$ cat config.mk
export PLATFORM = sky130hd
export DESIGN_NAME = issue_stage
export DESIGN_NICKNAME = d
export VERILOG_FILES = /design/src/rtl/issue_stage_pkg.sv /design/src/rtl/issue_stage_operand_resolve.sv /design/src/rtl/issue_stage.sv
export SDC_FILE = /design/constraint.sdc
export NUM_CORES = 1
export LEC_CHECK = 0
export ABC_CLOCK_PERIOD_IN_PS = 3600
export CORE_AREA = 3 3 180 182
export DETAILED_ROUTE_END_ITERATION = 10
export DIE_AREA = 0 0 183 185
export GPL_TIMING_DRIVEN = 0
export MAX_ROUTING_LAYER = met4
export PLACE_DENSITY = 0.87
export SLEW_MARGIN = 25
export SYNTH_ARGS = -nofsm -noshare
export SYNTH_HDL_FRONTEND = slang
export SYNTH_HIERARCHICAL = 1
export SYNTH_SLANG_ARGS = --single-unit
$ cat constraint.sdc
create_clock -name clk_in -period 3.6 [get_ports clk_in]
set_input_delay 0.72 -clock clk_in [delete_from_list [all_inputs] [get_ports clk_in]]
set_output_delay 0.72 -clock clk_in [all_outputs]
set_load 0.02 [all_outputs]
$ cat src/rtl/issue_stage_pkg.sv
// rtl/issue_stage_pkg.sv - shared op enumeration, RV32I opcode/funct constants and field ranges
`ifndef ISSUE_STAGE_PKG_MACROS
`define ISSUE_STAGE_PKG_MACROS
`define INST_OPCODE 6:0
`define INST_RD     11:7
`define INST_FUNCT3 14:12
`define INST_RS1    19:15
`define INST_RS2    24:20
`endif

package issue_stage_pkg;
    localparam int NO_DEP = 0;

    localparam logic [5:0] OPENUM_NOP   = 6'd0;
    localparam logic [5:0] OPENUM_LUI   = 6'd1;
    localparam logic [5:0] OPENUM_AUIPC = 6'd2;
    localparam logic [5:0] OPENUM_JAL   = 6'd3;
    localparam logic [5:0] OPENUM_JALR  = 6'd4;
    localparam logic [5:0] OPENUM_BEQ   = 6'd5;
    localparam logic [5:0] OPENUM_BNE   = 6'd6;
    localparam logic [5:0] OPENUM_BLT   = 6'd7;
    localparam logic [5:0] OPENUM_BGE   = 6'd8;
    localparam logic [5:0] OPENUM_BLTU  = 6'd9;
    localparam logic [5:0] OPENUM_BGEU  = 6'd10;
    localparam logic [5:0] OPENUM_LB    = 6'd11;
    localparam logic [5:0] OPENUM_LH    = 6'd12;
    localparam logic [5:0] OPENUM_LW    = 6'd13;
    localparam logic [5:0] OPENUM_LBU   = 6'd14;
    localparam logic [5:0] OPENUM_LHU   = 6'd15;
    localparam logic [5:0] OPENUM_SB    = 6'd16;
    localparam logic [5:0] OPENUM_SH    = 6'd17;
    localparam logic [5:0] OPENUM_SW    = 6'd18;
    localparam logic [5:0] OPENUM_ADDI  = 6'd19;
    localparam logic [5:0] OPENUM_SLTI  = 6'd20;
    localparam logic [5:0] OPENUM_SLTIU = 6'd21;
    localparam logic [5:0] OPENUM_XORI  = 6'd22;
    localparam logic [5:0] OPENUM_ORI   = 6'd23;
    localparam logic [5:0] OPENUM_ANDI  = 6'd24;
    localparam logic [5:0] OPENUM_SLLI  = 6'd25;
    localparam logic [5:0] OPENUM_SRLI  = 6'd26;
    localparam logic [5:0] OPENUM_SRAI  = 6'd27;
    localparam logic [5:0] OPENUM_ADD   = 6'd28;
    localparam logic [5:0] OPENUM_SUB   = 6'd29;
    localparam logic [5:0] OPENUM_SLL   = 6'd30;
    localparam logic [5:0] OPENUM_SLT   = 6'd31;
    localparam logic [5:0] OPENUM_SLTU  = 6'd32;
    localparam logic [5:0] OPENUM_XOR   = 6'd33;
    localparam logic [5:0] OPENUM_SRL   = 6'd34;
    localparam logic [5:0] OPENUM_SRA   = 6'd35;
    localparam logic [5:0] OPENUM_OR    = 6'd36;
    localparam logic [5:0] OPENUM_AND   = 6'd37;

    localparam logic [6:0] OPC_LUI    = 7'b0110111;
    localparam logic [6:0] OPC_AUIPC  = 7'b0010111;
    localparam logic [6:0] OPC_JAL    = 7'b1101111;
    localparam logic [6:0] OPC_JALR   = 7'b1100111;
    localparam logic [6:0] OPC_BRANCH = 7'b1100011;
    localparam logic [6:0] OPC_LOAD   = 7'b0000011;
    localparam logic [6:0] OPC_STORE  = 7'b0100011;
    localparam logic [6:0] OPC_OPIMM  = 7'b0010011;
    localparam logic [6:0] OPC_OP     = 7'b0110011;

    localparam logic [2:0] FUNCT3_BEQ  = 3'b000;
    localparam logic [2:0] FUNCT3_BNE  = 3'b001;
    localparam logic [2:0] FUNCT3_BLT  = 3'b100;
    localparam logic [2:0] FUNCT3_BGE  = 3'b101;
    localparam logic [2:0] FUNCT3_BLTU = 3'b110;
    localparam logic [2:0] FUNCT3_BGEU = 3'b111;
    localparam logic [2:0] FUNCT3_B    = 3'b000;
    localparam logic [2:0] FUNCT3_H    = 3'b001;
    localparam logic [2:0] FUNCT3_W    = 3'b010;
    localparam logic [2:0] FUNCT3_BU   = 3'b100;
    localparam logic [2:0] FUNCT3_HU   = 3'b101;
    localparam logic [2:0] FUNCT3_ADD  = 3'b000;
    localparam logic [2:0] FUNCT3_SLL  = 3'b001;
    localparam logic [2:0] FUNCT3_SLT  = 3'b010;
    localparam logic [2:0] FUNCT3_SLTU = 3'b011;
    localparam logic [2:0] FUNCT3_XOR  = 3'b100;
    localparam logic [2:0] FUNCT3_SR   = 3'b101;
    localparam logic [2:0] FUNCT3_OR   = 3'b110;
    localparam logic [2:0] FUNCT3_AND  = 3'b111;

    localparam logic [6:0] FUNCT7_BASE = 7'b0000000;
    localparam logic [6:0] FUNCT7_ALT  = 7'b0100000;
endpackage

$ cat src/rtl/issue_stage_operand_resolve.sv
// rtl/issue_stage_operand_resolve.sv - priority resolve of one operand from reg file, ROB and CDB channels
module operand_resolve
    import issue_stage_pkg::*;
#(
    parameter int XLEN      = 32,
    parameter int ROB_IDX_W = 4,
    parameter int NUM_CDB   = 2
) (
    input  logic [ROB_IDX_W-1:0]         dep_i,
    input  logic [XLEN-1:0]              reg_val_i,
    input  logic                         rob_ready_i,
    input  logic [XLEN-1:0]              rob_val_i,
    input  logic [NUM_CDB-1:0]           cdb_valid_i,
    input  logic [NUM_CDB*ROB_IDX_W-1:0] cdb_tag_i,
    input  logic [NUM_CDB*XLEN-1:0]      cdb_val_i,
    output logic [XLEN-1:0]              val_o,
    output logic [ROB_IDX_W-1:0]         dep_o
);
    logic hit;

    always_comb begin
        val_o = '0;
        dep_o = dep_i;
        hit   = 1'b0;
        if (dep_i == ROB_IDX_W'(NO_DEP)) begin
            val_o = reg_val_i;
        end else if (rob_ready_i) begin
            val_o = rob_val_i;
            dep_o = '0;
        end else begin
            // first matching channel claims the result
            for (int i = 0; i < NUM_CDB; i++) begin
                if (!hit && cdb_valid_i[i] && cdb_tag_i[i*ROB_IDX_W +: ROB_IDX_W] == dep_i) begin
                    hit   = 1'b1;
                    val_o = cdb_val_i[i*XLEN +: XLEN];
                    dep_o = '0;
                end
            end
        end
    end
endmodule

$ cat src/rtl/issue_stage.sv
// rtl/issue_stage.sv - one-entry RV32I decode/issue holding stage with CDB wake-up and flush
module issue_stage
    import issue_stage_pkg::*;
#(
    parameter int XLEN      = 32,
    parameter int ROB_IDX_W = 4,
    parameter int NUM_CDB   = 2,
    parameter int OPENUM_W  = 6
) (
    input  logic                         clk_in,
    input  logic                         rst_in,
    input  logic                         rdy_in,
    input  logic                         flush_in,
    input  logic                         if_valid,
    output logic                         if_ready,
    input  logic [XLEN-1:0]              if_pc,
    input  logic [31:0]                  if_inst,
    input  logic                         if_pred_br,
    output logic [4:0]                   reg_rs1_pos,
    output logic [4:0]                   reg_rs2_pos,
    input  logic [XLEN-1:0]              reg_rs1_val,
    input  logic [XLEN-1:0]              reg_rs2_val,
    input  logic [ROB_IDX_W-1:0]         reg_rs1_dep,
    input  logic [ROB_IDX_W-1:0]         reg_rs2_dep,
    output logic [ROB_IDX_W-1:0]         rob_rs1_check,
    output logic [ROB_IDX_W-1:0]         rob_rs2_check,
    input  logic                         rob_rs1_ready,
    input  logic                         rob_rs2_ready,
    input  logic [XLEN-1:0]              rob_rs1_val,
    input  logic [XLEN-1:0]              rob_rs2_val,
    input  logic [ROB_IDX_W-1:0]         rob_alloc_tag,
    input  logic [NUM_CDB-1:0]           cdb_valid,
    input  logic [NUM_CDB*ROB_IDX_W-1:0] cdb_tag,
    input  logic [NUM_CDB*XLEN-1:0]      cdb_val,
    input  logic                         rob_full,
    input  logic                         rs_full,
    input  logic                         lsb_full,
    output logic                         issue_fire,
    output logic                         issue_to_rs,
    output logic                         issue_to_lsb,
    output logic [OPENUM_W-1:0]          issue_op,
    output logic [XLEN-1:0]              issue_rs1_val,
    output logic [XLEN-1:0]              issue_rs2_val,
    output logic [ROB_IDX_W-1:0]         issue_rs1_dep,
    output logic [ROB_IDX_W-1:0]         issue_rs2_dep,
    output logic [4:0]                   issue_rd,
    output logic [XLEN-1:0]              issue_imm,
    output logic [XLEN-1:0]              issue_pc,
    output logic                         issue_pred_br,
    output logic [ROB_IDX_W-1:0]         issue_rob_tag
);
    logic                 hold_valid_q, hold_valid_d;
    logic                 to_lsb_q, to_lsb_d;
    logic [OPENUM_W-1:0]  op_q, op_d;
    logic [XLEN-1:0]      rs1_val_q, rs1_val_d, rs2_val_q, rs2_val_d;
    logic [ROB_IDX_W-1:0] rs1_dep_q, rs1_dep_d, rs2_dep_q, rs2_dep_d;
    logic [4:0]           rd_q, rd_d;
    logic [XLEN-1:0]      imm_q, imm_d, pc_q, pc_d;
    logic                 pred_q, pred_d;

    logic [OPENUM_W-1:0]  dec_op;
    logic [4:0]           dec_rd;
    logic [31:0]          dec_imm32;
    logic                 dec_to_lsb, dec_use_rs1, dec_use_rs2, dec_known;
    logic [6:0]           opcode;
    logic [2:0]           funct3;
    logic                 alt;
    logic [31:0]          imm_i;

    logic [XLEN-1:0]      cap_rs1_val, cap_rs2_val, byp_rs1_val, byp_rs2_val;
    logic [ROB_IDX_W-1:0] cap_rs1_dep, cap_rs2_dep, byp_rs1_dep, byp_rs2_dep;
    logic                 capture;

    assign opcode = if_inst[`INST_OPCODE];
    assign funct3 = if_inst[`INST_FUNCT3];
    assign alt    = if_inst[30];
    assign imm_i  = {{20{if_inst[31]}}, if_inst[31:20]};

    always_comb begin
        dec_op      = OPENUM_W'(OPENUM_NOP);
        dec_rd      = if_inst[`INST_RD];
        dec_imm32   = imm_i;
        dec_to_lsb  = 1'b0;
        dec_use_rs1 = 1'b1;
        dec_use_rs2 = 1'b0;
        dec_known   = 1'b1;
        case (opcode)
            OPC_LUI, OPC_AUIPC: begin
                dec_op      = (opcode == OPC_LUI) ? OPENUM_W'(OPENUM_LUI) : OPENUM_W'(OPENUM_AUIPC);
                dec_imm32   = {if_inst[31:12], 12'b0};
                dec_use_rs1 = 1'b0;
            end
            OPC_JAL: begin
                dec_op      = OPENUM_W'(OPENUM_JAL);
                dec_imm32   = {{12{if_inst[31]}}, if_inst[19:12], if_inst[20], if_inst[30:21], 1'b0};
                dec_use_rs1 = 1'b0;
            end
            OPC_JALR: begin
                dec_op    = OPENUM_W'(OPENUM_JALR);
                dec_known = (funct3 == 3'b000);
            end
            OPC_BRANCH: begin
                dec_rd      = '0;
                dec_use_rs2 = 1'b1;
                dec_imm32   = {{20{if_inst[31]}}, if_inst[7], if_inst[30:25], if_inst[11:8], 1'b0};
                case (funct3)
                    FUNCT3_BEQ:  dec_op = OPENUM_W'(OPENUM_BEQ);
                    FUNCT3_BNE:  dec_op = OPENUM_W'(OPENUM_BNE);
                    FUNCT3_BLT:  dec_op = OPENUM_W'(OPENUM_BLT);
                    FUNCT3_BGE:  dec_op = OPENUM_W'(OPENUM_BGE);
                    FUNCT3_BLTU: dec_op = OPENUM_W'(OPENUM_BLTU);
                    FUNCT3_BGEU: dec_op = OPENUM_W'(OPENUM_BGEU);
                    default:     dec_known = 1'b0;
                endcase
            end
            OPC_LOAD: begin
                dec_to_lsb = 1'b1;
                case (funct3)
                    FUNCT3_B:  dec_op = OPENUM_W'(OPENUM_LB);
                    FUNCT3_H:  dec_op = OPENUM_W'(OPENUM_LH);
                    FUNCT3_W:  dec_op = OPENUM_W'(OPENUM_LW);
                    FUNCT3_BU: dec_op = OPENUM_W'(OPENUM_LBU);
                    FUNCT3_HU: dec_op = OPENUM_W'(OPENUM_LHU);
                    default:   dec_known = 1'b0;
                endcase
            end
            OPC_STORE: begin
                dec_to_lsb  = 1'b1;
                dec_rd      = '0;
                dec_use_rs2 = 1'b1;
                dec_imm32   = {{20{if_inst[31]}}, if_inst[31:25], if_inst[11:7]};
                case (funct3)
                    FUNCT3_B: dec_op = OPENUM_W'(OPENUM_SB);
                    FUNCT3_H: dec_op = OPENUM_W'(OPENUM_SH);
                    FUNCT3_W: dec_op = OPENUM_W'(OPENUM_SW);
                    default:  dec_known = 1'b0;
                endcase
            end
            OPC_OPIMM: begin
                case (funct3)
                    FUNCT3_ADD:  dec_op = OPENUM_W'(OPENUM_ADDI);
                    FUNCT3_SLT:  dec_op = OPENUM_W'(OPENUM_SLTI);
                    FUNCT3_SLTU: dec_op = OPENUM_W'(OPENUM_SLTIU);
                    FUNCT3_XOR:  dec_op = OPENUM_W'(OPENUM_XORI);
                    FUNCT3_OR:   dec_op = OPENUM_W'(OPENUM_ORI);
                    FUNCT3_AND:  dec_op = OPENUM_W'(OPENUM_ANDI);
                    FUNCT3_SLL: begin
                        dec_op    = OPENUM_W'(OPENUM_SLLI);
                        dec_imm32 = {27'b0, if_inst[`INST_RS2]};
                    end
                    default: begin
                        dec_op    = alt ? OPENUM_W'(OPENUM_SRAI) : OPENUM_W'(OPENUM_SRLI);
                        dec_imm32 = {27'b0, if_inst[`INST_RS2]};
                    end
                endcase
            end
            OPC_OP: begin
                dec_use_rs2 = 1'b1;
                dec_imm32   = '0;
                case (funct3)
                    FUNCT3_ADD:  dec_op = alt ? OPENUM_W'(OPENUM_SUB) : OPENUM_W'(OPENUM_ADD);
                    FUNCT3_SLL:  dec_op = OPENUM_W'(OPENUM_SLL);
                    FUNCT3_SLT:  dec_op = OPENUM_W'(OPENUM_SLT);
                    FUNCT3_SLTU: dec_op = OPENUM_W'(OPENUM_SLTU);
                    FUNCT3_XOR:  dec_op = OPENUM_W'(OPENUM_XOR);
                    FUNCT3_SR:   dec_op = alt ? OPENUM_W'(OPENUM_SRA) : OPENUM_W'(OPENUM_SRL);
                    FUNCT3_OR:   dec_op = OPENUM_W'(OPENUM_OR);
                    default:     dec_op = OPENUM_W'(OPENUM_AND);
                endcase
            end
            default: dec_known = 1'b0;
        endcase
        // undecodable words become a dependency-free NOP routed to the RS
        if (!dec_known) begin
            dec_op      = OPENUM_W'(OPENUM_NOP);
            dec_rd      = '0;
            dec_imm32   = '0;
            dec_to_lsb  = 1'b0;
            dec_use_rs1 = 1'b0;
            dec_use_rs2 = 1'b0;
        end
    end

    operand_resolve #(.XLEN(XLEN), .ROB_IDX_W(ROB_IDX_W), .NUM_CDB(NUM_CDB)) u_cap_rs1 (
        .dep_i(reg_rs1_dep), .reg_val_i(reg_rs1_val), .rob_ready_i(rob_rs1_ready), .rob_val_i(rob_rs1_val),
        .cdb_valid_i(cdb_valid), .cdb_tag_i(cdb_tag), .cdb_val_i(cdb_val),
        .val_o(cap_rs1_val), .dep_o(cap_rs1_dep)
    );
    operand_resolve #(.XLEN(XLEN), .ROB_IDX_W(ROB_IDX_W), .NUM_CDB(NUM_CDB)) u_cap_rs2 (
        .dep_i(reg_rs2_dep), .reg_val_i(reg_rs2_val), .rob_ready_i(rob_rs2_ready), .rob_val_i(rob_rs2_val),
        .cdb_valid_i(cdb_valid), .cdb_tag_i(cdb_tag), .cdb_val_i(cdb_val),
        .val_o(cap_rs2_val), .dep_o(cap_rs2_dep)
    );
    // held operands are re-resolved against the live CDBs only
    operand_resolve #(.XLEN(XLEN), .ROB_IDX_W(ROB_IDX_W), .NUM_CDB(NUM_CDB)) u_byp_rs1 (
        .dep_i(rs1_dep_q), .reg_val_i(rs1_val_q), .rob_ready_i(1'b0), .rob_val_i('0),
        .cdb_valid_i(cdb_valid), .cdb_tag_i(cdb_tag), .cdb_val_i(cdb_val),
        .val_o(byp_rs1_val), .dep_o(byp_rs1_dep)
    );
    operand_resolve #(.XLEN(XLEN), .ROB_IDX_W(ROB_IDX_W), .NUM_CDB(NUM_CDB)) u_byp_rs2 (
        .dep_i(rs2_dep_q), .reg_val_i(rs2_val_q), .rob_ready_i(1'b0), .rob_val_i('0),
        .cdb_valid_i(cdb_valid), .cdb_tag_i(cdb_tag), .cdb_val_i(cdb_val),
        .val_o(byp_rs2_val), .dep_o(byp_rs2_dep)
    );

    assign issue_fire = hold_valid_q & rdy_in & ~flush_in & ~rst_in & ~rob_full
                      & (to_lsb_q ? ~lsb_full : ~rs_full);
    assign if_ready   = rdy_in & ~flush_in & ~rst_in & (~hold_valid_q | issue_fire);
    assign capture    = if_valid & if_ready;

    always_comb begin
        hold_valid_d = hold_valid_q;
        to_lsb_d     = to_lsb_q;
        op_d         = op_q;
        rs1_val_d    = rs1_val_q;
        rs1_dep_d    = rs1_dep_q;
        rs2_val_d    = rs2_val_q;
        rs2_dep_d    = rs2_dep_q;
        rd_d         = rd_q;
        imm_d        = imm_q;
        pc_d         = pc_q;
        pred_d       = pred_q;
        if (rdy_in) begin
            if (flush_in) begin
                hold_valid_d = 1'b0;
            end else if (capture) begin
                hold_valid_d = 1'b1;
                to_lsb_d     = dec_to_lsb;
                op_d         = dec_op;
                rs1_val_d    = dec_use_rs1 ? cap_rs1_val : '0;
                rs1_dep_d    = dec_use_rs1 ? cap_rs1_dep : '0;
                rs2_val_d    = dec_use_rs2 ? cap_rs2_val : '0;
                rs2_dep_d    = dec_use_rs2 ? cap_rs2_dep : '0;
                rd_d         = dec_rd;
                imm_d        = XLEN'($signed(dec_imm32));
                pc_d         = if_pc;
                pred_d       = if_pred_br;
            end else if (issue_fire) begin
                hold_valid_d = 1'b0;
            end else if (hold_valid_q) begin
                rs1_val_d = byp_rs1_val;
                rs1_dep_d = byp_rs1_dep;
                rs2_val_d = byp_rs2_val;
                rs2_dep_d = byp_rs2_dep;
            end
        end
    end

    always_ff @(posedge clk_in) begin
        if (rst_in) begin
            hold_valid_q <= 1'b0;
            to_lsb_q     <= 1'b0;
            op_q         <= '0;
            rs1_val_q    <= '0;
            rs1_dep_q    <= '0;
            rs2_val_q    <= '0;
            rs2_dep_q    <= '0;
            rd_q         <= '0;
            imm_q        <= '0;
            pc_q         <= '0;
            pred_q       <= 1'b0;
        end else begin
            hold_valid_q <= hold_valid_d;
            to_lsb_q     <= to_lsb_d;
            op_q         <= op_d;
            rs1_val_q    <= rs1_val_d;
            rs1_dep_q    <= rs1_dep_d;
            rs2_val_q    <= rs2_val_d;
            rs2_dep_q    <= rs2_dep_d;
            rd_q         <= rd_d;
            imm_q        <= imm_d;
            pc_q         <= pc_d;
            pred_q       <= pred_d;
        end
    end

    assign reg_rs1_pos   = if_inst[`INST_RS1];
    assign reg_rs2_pos   = if_inst[`INST_RS2];
    assign rob_rs1_check = reg_rs1_dep;
    assign rob_rs2_check = reg_rs2_dep;
    assign issue_to_rs   = hold_valid_q & ~to_lsb_q;
    assign issue_to_lsb  = hold_valid_q & to_lsb_q;
    assign issue_op      = op_q;
    assign issue_rs1_val = byp_rs1_val;
    assign issue_rs1_dep = byp_rs1_dep;
    assign issue_rs2_val = byp_rs2_val;
    assign issue_rs2_dep = byp_rs2_dep;
    assign issue_rd      = rd_q;
    assign issue_imm     = imm_q;
    assign issue_pc      = pc_q;
    assign issue_pred_br = pred_q;
    assign issue_rob_tag = rob_alloc_tag;
endmodule

# After elaboration in Yosys (flattened, before gate mapping)
# Cells that the tools add are included.
# totals
register_bits,150
out_inout_bits,174
wordCells,175
# classes
n_eq_ne,25
mux,84
bitwise,19
reduce_logical,36
# op_table
operator,n
$mux 32,24
$pmux 32 s6,1
$mux 4,22
$pmux 6 s8,1
$pmux 6 s7,1
$eq 4x4->1,8
$pmux 4 s7,1
$mux 1,26
$pmux 4 s6,1
$eq 7x6->1 const B,3
$eq 7x7->1 const B,3
$pmux 4 s5,1
$logic_not 4->1,4
$pmux 5 s3,1
$eq 7x5->1 const B,2
$eq 3x3->1 const B,4
$logic_and 1x1->1,12
$reduce_or 6->1,2
$and 1x1->1,11
$mux 5,2
$reduce_or 5->1,2
$reduce_or 3->1,3
$eq 7x2->1 const B,1
$not 1->1,7
15 further kinds,21

# Logic depth before layout (Yosys ltp)
# Gate-level depths: netlist (run 1).
# logic_depth
ltp_word,13
mapped_depth,8
mapped_depth_nobuf,6

# By module
# The synthesis (run 1) kept the hierarchy.
# by_module_without_submodules
mod,instances,cells_per_inst,area_per_inst_um2,seq_area_each_um2
operand_resolve,4,252,1724.2,0.0
issue_stage,1,786,6723.9,3002.9

# Worst setup path after synthesis (run 1)
# OpenSTA, ideal clock, no wires.
# synth_timing
path_kind,input to output
startpoint,input port cdb_tag[1]
endpoint,output port issue_rs1_dep[0]
arrival_ns,1.987
slack_ns,0.893
stages,4
cell_sequence,xnor2_1 > nand2_1 > nor2_1 > nor4b_1
# synth_between
elab_chain_len,9
elab_cells_between_ends,10
classes_between,1 x eq/ne; 5 x mux; 4 x reduce/logical
# synth_lines
item,line_no,rtl
from (decl),issue_stage.sv:33,"input logic [NUM_CDB*ROB_IDX_W-1:0] cdb_tag,"
$eq 4x4->1 (*),issue_stage_operand_resolve.sv:33,if (!hit && cdb_valid_i[i] && cdb_tag_i[i*ROB_IDX_W +: ROB_IDX_W] == dep_i) begin
$logic_and 1x1->1 (*),issue_stage_operand_resolve.sv:33,
$mux 1,issue_stage_operand_resolve.sv:33,
$mux 1,issue_stage_operand_resolve.sv:25,if (dep_i == ROB_IDX_W'(NO_DEP)) begin
$logic_not 1->1,issue_stage_operand_resolve.sv:33,
$logic_and 1x1->1 (2 in a row),issue_stage_operand_resolve.sv:33,
$mux 4 (*),issue_stage_operand_resolve.sv:33,
$mux 4 (*),issue_stage_operand_resolve.sv:25,
to (decl),issue_stage.sv:44,"output logic [ROB_IDX_W-1:0] issue_rs1_dep,"
# Every way passes the cells marked *; elsewhere a longest branch is shown, timed or not. The select of a mux whose other input is x is not followed.

# Final worst setup path (run 1)
# layout_timing
startpoint,input port cdb_tag[5]
endpoint,output port issue_rs2_val[0]
# layout_between
elab_chain_len,4
# layout_lines
item,line_no,rtl
$eq 4x4->1,issue_stage_operand_resolve.sv:33,
$logic_and 1x1->1,issue_stage_operand_resolve.sv:33,
$mux 32,issue_stage_operand_resolve.sv:33,
$mux 32,issue_stage_operand_resolve.sv:25,
to (decl),issue_stage.sv:43,"output logic [XLEN-1:0] issue_rs2_val,"
# Every way passes these cells.

==> out/results.ini, run 1 <==
[pwr]
ir_worst_vdd_mv = 0.272
p_leak_nw = 7.27
totalPowerFinal_mw = 5.47
cellPowerDensity_nw_per_um2 = 278

[die]
core_area_um2 = 30700
die_y_um = 185
dieArea_um2 = 33900
initial_core_util_pct = 44.3
rows = 64
die_w_um = 183
num_io_pins = 463

[worst_setup_path]
critical-path-top-delay-family = buffers and inverters
r2r_slack_ps = 740
crit_arrival_ps = 2880
reg2reg_to = rs2_val_q[21]
cp-start-kind = input pin
reg2reg_from = to_lsb_q
path_class = in -> out
path_cells = clkdlybuf4s15_2 > xor2_1 > nor3_4 > o211ai_1 > a21oi_1 > clkdlybuf4s50_1
cpMaxStageDelayCell = clkdlybuf4s50_1
startpoint = cdb_tag[5]
crit_buf_inv = 2
critPathMaxStageDelay_ps = 700
reg2reg_depth = 6
required_ps = 2880
end_kind = output port
critPathMaxFanout = 6

[yosys]
synthFlopType = dfxtp_1
ys_warn_count = 6
synth_simple_gate_area_share_pct = 27.6
yosysUniqueCellTypes = 65
netlist_instances = 1794
synth_top_family_by_area = compound AO/OA/AOI/OAI gates
synth_compound_area_share_pct = 38.8
synth_fa_ha_area_share_pct = 0
ys_top_cells_by_area = dfxtp_1 22%, a41oi_1 8.2%, nand3b_1 7.4%
synth_top_area_cell = dfxtp_1
ys_seq_area_share_pct = 22.0
yosys.area_share.xor_xnor_pct = 2.12
postSynth.asyncResetShare_pct = 0
yosysTopAreaCellShare_pct = 22.0
synth_most_common_cell = dfxtp_1
syn_area_um2 = 13600
synth_commonest_cells = 150 x dfxtp_1, 149 x clkbuf_1, 139 x nand2_1
synth_edf_count = 0
synthMuxAreaShare_pct = 0.147
syn_avg_cell_area_um2 = 7.59
ys_ff_latch = 150

[place]
finalWeightedCongestion = 1.04
dpl_cell_area_um2 = 18900
io_buffers = 453
hpwl_um = 54200
pre_cts_ws_ps = -918

[grt]
grt_max_degree = 25
grt-ovfl-total = 0
grt_pass1_wl_um = 100000
antenna_found_initial = 1
track_usage_pct = 38.9
grt_pass1_vias = 16800

[clocking]
clk_latency_ps = 440
cts_setup_buffers = 0
tritoncts = yes
cts_sinks = 150
clkTransAtPathRegs_ps = 70
numCtsBuffers = 17
cts_max_level = 4
cts_hold_repair.buffers = 0
cts-root-buf = clkbuf_16
clk_path_buf_depth = 2

[routing]
drt_iter0_markers = 2415
num_vias = 17700
wl_per_cell_um = 24.8
wirelength_um = 67800
ant_nets = 0
vias_per_cell = 6.45
drc = 0
firstDrtPassIters = 6

[layout]
utilization_pct = 64.1
design_area_um2 = 19700
num-nets-final = 2618
drive_gt1_share_pct = 11.7
area_growth_pct = 44.6

[sta]
rsz0062_at_grt = yes
timing.hold.ws_ps = 454
finClkSkew_ps = 20.6
fin_ws_ps = 4.11
tightest_slew_ps = 984
period_share_pct = 99.9
fmax_mhz = 278
finalSetupViolations = 0
hold_viol_final = 0
slew_headroom_pct = 33.9
min_period_ps = 3600
drv_slew = 0

[worst_hold_path]
worstHoldStart = issue_pc[31]
hold_end = issue_pc[31]
min_path_cells = 2
hp-class = reg -> reg

[outcome]
status = completed

[run]
drv_cap = 0

[per-stage QoR]
stage | instances | setup TNS (ps)
CTS | 2737 | -21.2
detailed placement | 2708 | -46750
floorplan | 1859 | 0
finish | 2738 | 0
global route | 2738 | -89.5
global placement | 2708 | -48210
[flip-flops by register name, indices dropped and copies added, names as in the netlist]
name	cells
issue_op	6
to_lsb_q	1
rs2_val_q	32
hold_valid_q	1
issue_pc	32
rs1_dep_q	4
issue_imm	32
rs2_dep_q	4
rs1_val_q	32
issue_pred_br	1
issue_rd	5
[cells in the final DEF (no fill, tap or decap), drive strengths merged, types with 4 or more instances in the layout]
master,n
a21oi,170
a221o,37
a22o,32
a22oi,10
a311oi,37
a41oi,128
and2,42
and3,138
buf,105
clkbuf,165
clkdlybuf4s15,7
clkdlybuf4s50,386
clkinvlp,4
conb,66
dfxtp,150
dlygate4sd2,34
dlymetal6s2s,24
inv,10
nand2,139
nand2b,7
nand3,25
nand3b,135
nand4,37
nor2,59
nor2b,8
nor3,12
nor4b,18
o211ai,131
o21ai,143
or4,6
xnor2,21
xor2,12
[worst register-to-register path: stages, from the launching register on]
cell	delay, ps
dfxtp_1	410
nor2b_1	90
nor3_1	360
a21oi_1	360
nor2_1	740
clkbuf_1	560
a221o_1	270
[logic make-up after synthesis]
logic type             after synthesis
other                                1
flip-flops                         150
multiplexers                         2
AO/OA/AOI/OAI                      713
buffers and inverters              255
AND/OR/NAND/NOR                    640
XOR/XNOR                            33
[power breakdown]
| part | switching [mW] | internal [mW] |
|---|---|---|
| Sequential | 0.0183 | 1.69 |
| Clock | 0.892 | 0.990 |
| Combinational | 1.12 | 0.767 |
[cell type report]
| cell class | count | area, um^2 |
|---|---|---|
| fill | 2705 | 11000 |
| timing repair buffer | 453 | 4550 |
| sequential | 150 | 3000 |
| tap | 396 | 495 |
| antenna | 1 | 2.50 |
| buffer | 250 | 1270 |
| multi-input combinational | 1454 | 9790 |
| inverter | 3 | 11.3 |
| clock buffer | 18 | 439 |
| clock inverter | 13 | 135 |
[what timing repair did]
| action | 4_1_cts | 5_1_grt |
|---|---|---|
| pin swaps | 0 | 1 |
| gates resized for setup | 107 | 40 |
| setup endpoints to repair | 72 | 36 |
[layer usage]
layer,global-route usage [%],routed length [um],up-vias
met1,47.6,26300,8290
li1,-,-,7984
met3,7.66,7240,188
met4,15.7,3020,0
met2,63.2,31300,1211
met5,-,0,-
[worst max-delay path by stage]
stage | endpoint | slack (ps) | cells after the start
final | issue_rs2_val[0] | 4 | 6
after global routing | issue_rs2_val[16] | -50 | 7
after CTS | issue_rs1_val[17] | -20 | 7
after detailed placement | issue_rs2_dep[0] | -920 | 6
after global placement | issue_rs2_dep[0] | -950 | 6
after floorplan | issue_rs1_dep[0] | 890 | 4
Note: power is estimated with default switching activity, not from simulation.
==> run 2, diff against run 1 <==
--- a/config.mk
+++ b/config.mk
@@ -7,6 +7,7 @@
 export LEC_CHECK = 0
 export ABC_CLOCK_PERIOD_IN_PS = 3600
 export CORE_AREA = 3 3 180 182
+export CTS_CLUSTER_DIAMETER = 100
 export DETAILED_ROUTE_END_ITERATION = 10
 export DIE_AREA = 0 0 183 185
 export GPL_TIMING_DRIVEN = 0
==> results of run 2 <==
Same layout as run 1: the final DEF is identical, and so are final timing and power.
